<file path="config.mk">
export PLATFORM = sky130hd
export DESIGN_NAME = alu_mul_seq
export DESIGN_NICKNAME = d
export VERILOG_FILES = /design/src/rtl/alu_mul_seq.sv
export SDC_FILE = /design/constraint.sdc
export NUM_CORES = 1
export LEC_CHECK = 0
export ABC_AREA = 1
export ABC_CLOCK_PERIOD_IN_PS = 1190
export BUFFER_PORTS_ARGS = -buffer_cell sky130_fd_sc_hd__buf_4
export CORE_ASPECT_RATIO = 0.8
export CORE_MARGIN = 5
export CORE_UTILIZATION = 43
export CTS_CLUSTER_DIAMETER = 40
export CTS_CLUSTER_SIZE = 10
export DETAILED_ROUTE_END_ITERATION = 6
export HOLD_SLACK_MARGIN = 0.12
export MAX_ROUTING_LAYER = met4
export PLACE_DENSITY_LB_ADDON = 0.3
export SYNTH_ARGS = -nofsm -noshare
export SYNTH_HDL_FRONTEND = slang
export SYNTH_SLANG_ARGS = --single-unit
</file>
<file path="constraint.sdc">
create_clock -name clk_in -period 1.19 [get_ports clk_in]
set_clock_uncertainty 0.05 [all_clocks]
set_input_delay 0 -clock clk_in [delete_from_list [all_inputs] [get_ports clk_in]]
set_output_delay 0 -clock clk_in [all_outputs]
set_load 0.005 [all_outputs]
</file>
<file path="src/rtl/alu_mul_seq.sv">
// alu_mul_seq: 8x8 -> 16-bit unsigned shift-and-add multiplier that borrows
// the shared 8-bit ALU. Each iteration is five ALU steps: add, shift the high
// byte, repair its MSB from the add carry, shift the low byte, repair its MSB
// from the bit that fell out of the high byte. Latency is fixed at 41 cycles
// of busy time, independent of the operands.
module alu_mul_seq (
    input  logic        clk_in,
    input  logic        rst_in,
    input  logic        start_in,
    input  logic [7:0]  a_in,
    input  logic [7:0]  b_in,
    output logic        busy_out,
    output logic        valid_out,
    output logic [15:0] product_out,
    output logic        zero_out,
    output logic [7:0]  alu_a_out,
    output logic [7:0]  alu_b_out,
    output logic [3:0]  alu_op_out,
    output logic [3:0]  alu_status_out,
    input  logic [7:0]  alu_result_in,
    input  logic [3:0]  alu_status_in
);

    localparam logic [3:0] OpSlr = 4'h0;
    localparam logic [3:0] OpAdd = 4'h6;
    localparam logic [3:0] OpOr  = 4'hA;
    localparam logic [3:0] OpMov = 4'hB;

    typedef enum logic [2:0] {
        IDLE  = 3'd0,
        ADD   = 3'd1,
        SHR_H = 3'd2,
        FIX_H = 3'd3,
        SHR_L = 3'd4,
        FIX_L = 3'd5,
        DONE  = 3'd6
    } state_t;

    state_t      state_q, state_d;
    logic [7:0]  mult_q, mult_d;
    logic [7:0]  pHi_q, pHi_d;
    logic [7:0]  pLo_q, pLo_d;
    logic [2:0]  it_q, it_d;
    logic        carry_q, carry_d;
    logic        lsb_q, lsb_d;
    logic        zero_q, zero_d;

    // Only the carry flag of the ALU status is meaningful to this sequencer.
    logic        unusedFlags;
    assign unusedFlags = ^alu_status_in[2:0];

    assign busy_out       = (state_q != IDLE);
    assign valid_out      = (state_q == DONE);
    assign product_out    = {pHi_q, pLo_q};
    assign zero_out       = zero_q;
    assign alu_status_out = 4'h0;

    // Next-state logic and ALU drive: each ALU state presents its operands and
    // captures the result at the edge that leaves the state.
    always_comb begin
        state_d    = state_q;
        mult_d     = mult_q;
        pHi_d      = pHi_q;
        pLo_d      = pLo_q;
        it_d       = it_q;
        carry_d    = carry_q;
        lsb_d      = lsb_q;
        zero_d     = zero_q;
        alu_op_out = OpMov;
        alu_a_out  = 8'h00;
        alu_b_out  = 8'h00;

        case (state_q)
            IDLE: begin
                if (start_in) begin
                    mult_d  = a_in;
                    pLo_d   = b_in;
                    pHi_d   = 8'h00;
                    it_d    = 3'd0;
                    state_d = ADD;
                end
            end
            ADD: begin
                alu_op_out = OpAdd;
                alu_a_out  = pHi_q;
                alu_b_out  = pLo_q[0] ? mult_q : 8'h00;
                pHi_d      = alu_result_in;
                carry_d    = alu_status_in[3];
                state_d    = SHR_H;
            end
            SHR_H: begin
                alu_op_out = OpSlr;
                alu_a_out  = pHi_q;
                pHi_d      = alu_result_in;
                lsb_d      = alu_status_in[3];
                state_d    = FIX_H;
            end
            FIX_H: begin
                alu_op_out = OpOr;
                alu_a_out  = pHi_q;
                alu_b_out  = carry_q ? 8'h80 : 8'h00;
                pHi_d      = alu_result_in;
                state_d    = SHR_L;
            end
            SHR_L: begin
                alu_op_out = OpSlr;
                alu_a_out  = pLo_q;
                pLo_d      = alu_result_in;
                state_d    = FIX_L;
            end
            FIX_L: begin
                alu_op_out = OpOr;
                alu_a_out  = pLo_q;
                alu_b_out  = lsb_q ? 8'h80 : 8'h00;
                pLo_d      = alu_result_in;
                if (it_q == 3'd7) begin
                    zero_d  = ((pHi_q | alu_result_in) == 8'h00);
                    state_d = DONE;
                end else begin
                    it_d    = it_q + 3'd1;
                    state_d = ADD;
                end
            end
            DONE: begin
                state_d = IDLE;
            end
            default: begin
                state_d = IDLE;
            end
        endcase
    end

    // State and datapath registers; reset overrides any pending accept.
    always_ff @(posedge clk_in) begin
        if (rst_in) begin
            state_q <= IDLE;
            mult_q  <= 8'h00;
            pHi_q   <= 8'h00;
            pLo_q   <= 8'h00;
            it_q    <= 3'd0;
            carry_q <= 1'b0;
            lsb_q   <= 1'b0;
            zero_q  <= 1'b0;
        end else begin
            state_q <= state_d;
            mult_q  <= mult_d;
            pHi_q   <= pHi_d;
            pLo_q   <= pLo_d;
            it_q    <= it_d;
            carry_q <= carry_d;
            lsb_q   <= lsb_d;
            zero_q  <= zero_d;
        end
    end

endmodule

</file>
==> out/results.txt <==
outcome = finished, violations left
violated checks = negative setup slack
post-synth cell types = 25
Clock Path Buffers = 2
Vias = 2584
H-tree depth = 2
leak pwr = 0.001610 uW
Num Clock Sinks = 33
terminus of the critical flop-to-flop path = pLo_q[6]
die footprint = 5421 um^2
Yosys reg bits = 33
FF-to-FF Start = state_q[1]
Yosys top cell by area = dfxtp_1
DRT iter0 DRCs = 224
DIE HEIGHT = 66.86 um
initial antenna violation count = 0
startpoint types = flip-flop
Hold Crit Endpoint = mult_q[5]
first-pass GRT wire length = 10860 um
met3 wire length = 891 um
ranking of synthesized cells by area = dfxtp_1 38%, nand2_1 14%, nor2_1 8.9%
Cell Pwr Density = 1172 nW/um^2
wire per inst = 19.83 um
Tcrit/Tclk final = 136.1%
Initial Utilization = 45.10%
Setup TNS Final = -13.92 ns
crit path DAT = 1.79 ns
Final Non-Filler Cells = 456
Setup CP Type = flip-flop to flip-flop
total gr overflow = 0
# rows = 20
max_cap viols = 0
IO Pins = 74
maximum operating frequency = 617.5 MHz
Routed WL = 9043 um
flop2flop setup slack = -0.43 ns
Setup crit end kind = flip-flop
PortBufs = 66
Cells after Synth = 261
maximum vdd drop = 0.0009160 V
total length of routed met2 wires = 4407 um
Final Worst Setup Slack = -0.4294 ns
DRC = 0
RSZ-0062 raised after global routing = true
Final Wtd Congestion = 0.9001
largest net degree at the start of global routing = 16
Highest Signal Layer = met4
Slew Limit Fails = 0
Post-Syn Area = 1738 um^2
Hold Path Class = flip-flop to flip-flop
worst reg2reg path depth = 8
core area = 3854 um^2
clk_lat worst skew = 0.30 ns
CTS buffer count = 5
final setup fails = 53
vias in the first global route = 2252
Tmin final = 1.619 ns
WL met1 = 3229 um
hpwl dp = 3839 um
area grow syn2layout = 100.9%
Seq/Total Area, Yosys = 38.01%
vias per cell = 5.667
Hold Crit Depth = 2
worst-path fanout max = 6
Finished Core Util = 90.62%
layout cell share with drive strength beyond 1 = 50.37%
Yosys top cell area share = 38.01%
Ys Warns = 0
Nets = 433
die width = 81.08 um
GRT Overall Usage = 27.27%
First-pass DRT Iterations = 7
power after layout = 4092 uW
crit path from = state_q[1]
placed insts = 394
ANT nets after route = 0
CTS tree = built
Synth Area per Inst = 6.659 um^2
n_diodes = 0
final hold violations = 0
clock-pin slew on the worst setup and hold paths = 0.07 ns
hold_sp = mult_q[5]
CTS Root Cell = clkbuf_8
WP data required = 1.36 ns
through the flow:
stage                     area (um^2)  hold slack [ns]  setup WS (ns)
final                            3492           0.4233        -0.4294
after global routing             3492           0.4428        -0.4838
after CTS                        3131           0.4034        -0.2591
after detailed placement         2389           0.2396       -0.09952
after global placement           2389           0.2099       -0.06256
after floorplan                  1749          0.01907       0.008534
cells in the final DEF (no fill, tap or decap), types with 3 or more instances in the layout:
| master | n |
|---|---|
| buf_4 | 91 |
| nand2_1 | 54 |
| nor2_1 | 30 |
| dfxtp_1 | 28 |
| dlygate4sd3_1 | 27 |
| inv_1 | 20 |
| buf_6 | 16 |
| nand3_1 | 13 |
| a21oi_2 | 13 |
| o21ai_1 | 9 |
| nand2_2 | 9 |
| nand3_2 | 8 |
| nor2_4 | 7 |
| o21ai_2 | 7 |
| a21oi_1 | 7 |
| clkbuf_8 | 7 |
| nor2_2 | 6 |
| buf_12 | 5 |
| nand2_4 | 4 |
| inv_4 | 4 |
| conb_1 | 4 |
| nand3_4 | 3 |
| buf_16 | 3 |
| dfxtp_2 | 3 |
where the power goes:
group / leakage [uW] / total, uW / internal [uW] / switching (uW)
clock: 0.0000542 / 978 / 523 / 455
sequential: 0.000274 / 1340 / 1230 / 112
combinational: 0.00128 / 1780 / 904 / 873
what timing repair did:
action | CTS | global route
resized for setup | 57 | 75
hold buffers | 27 | 0
setup buffers | 14 | 10
cloned | 4 | 1
endpoints found under the setup margin | 46 | 55
hold endpoints to repair | 32 | 0
pin swaps | 21 | 21
synth_stat cells:
library cell and number:
nand2_1 66, nor2_1 41, dfxtp_1 33, inv_1 23, nand3_1 23, a21oi_1 21
o21ai_0 19, buf_2 6, buf_4 6, buf_6 3, inv_2 3, a31oi_1 2
ha_1 2, nand4_1 2, a21boi_1 1, clkbuf_1 1, conb_1 1, inv_4 1
nand2_4 1, nand3_4 1, nor2_2 1, nor2_4 1, o211ai_1 1, o211ai_2 1
o21ai_4 1
cell type report:
class | instances | area [um^2]
inverter | 27 | 121.4
multi-input combinational | 188 | 1166
clock inverter | 1 | 5.005
fill | 170 | 361.6
timing repair inverter | 1 | 6.256
sequential | 33 | 671.9
timing repair buffer | 144 | 1356
tap | 55 | 68.82
clock buffer | 7 | 96.34
registers in the layout (all words and copies together) (netlist names):
name      count
it_q          3
state_q       3
zero_out      1
carry_q       1
pLo_q         8
lsb_q         1
pHi_q         8
mult_q        8
critical path, cell delays in order (launching register included):
cell	delay (ns)
dfxtp_4	0.37
buf_4	0.14
nor2_4	0.13
nand3_4	0.21
buf_12	0.20
buf_16	0.12
nand3_1	0.06
nand2_1	0.08
nor2_1	0.17
routing by layer:
metal	up-vias	track usage, %
li1	1104	-
met1	1221	31.07
met2	205	45.70
met3	54	7.162
met4	0	10.97
met5	-	-
cells by family (layout without fill, tap and decap cells):
logic type,count (synthesis),in the layout,share of synthesized area (%)
compound gates,46,46,14.76
fa+ha+maj,2,2,1.440
buf+inv,43,180,12.45
flops,33,33,38.01
other cells,1,4,0.2158
simple gates,136,136,33.12
worst max path at each step:
stage	to	slack [ns]	cells after the start
floorplan	it_q[0]	0.009	6
global placement	alu_a_out[0]	-0.06	6
detailed placement	pLo_q[2]	-0.1	6
CTS	alu_op_out[3]	-0.26	5
global route	pLo_q[6]	-0.48	8
finish	pLo_q[6]	-0.43	8
(Power assumes the default switching activity.)
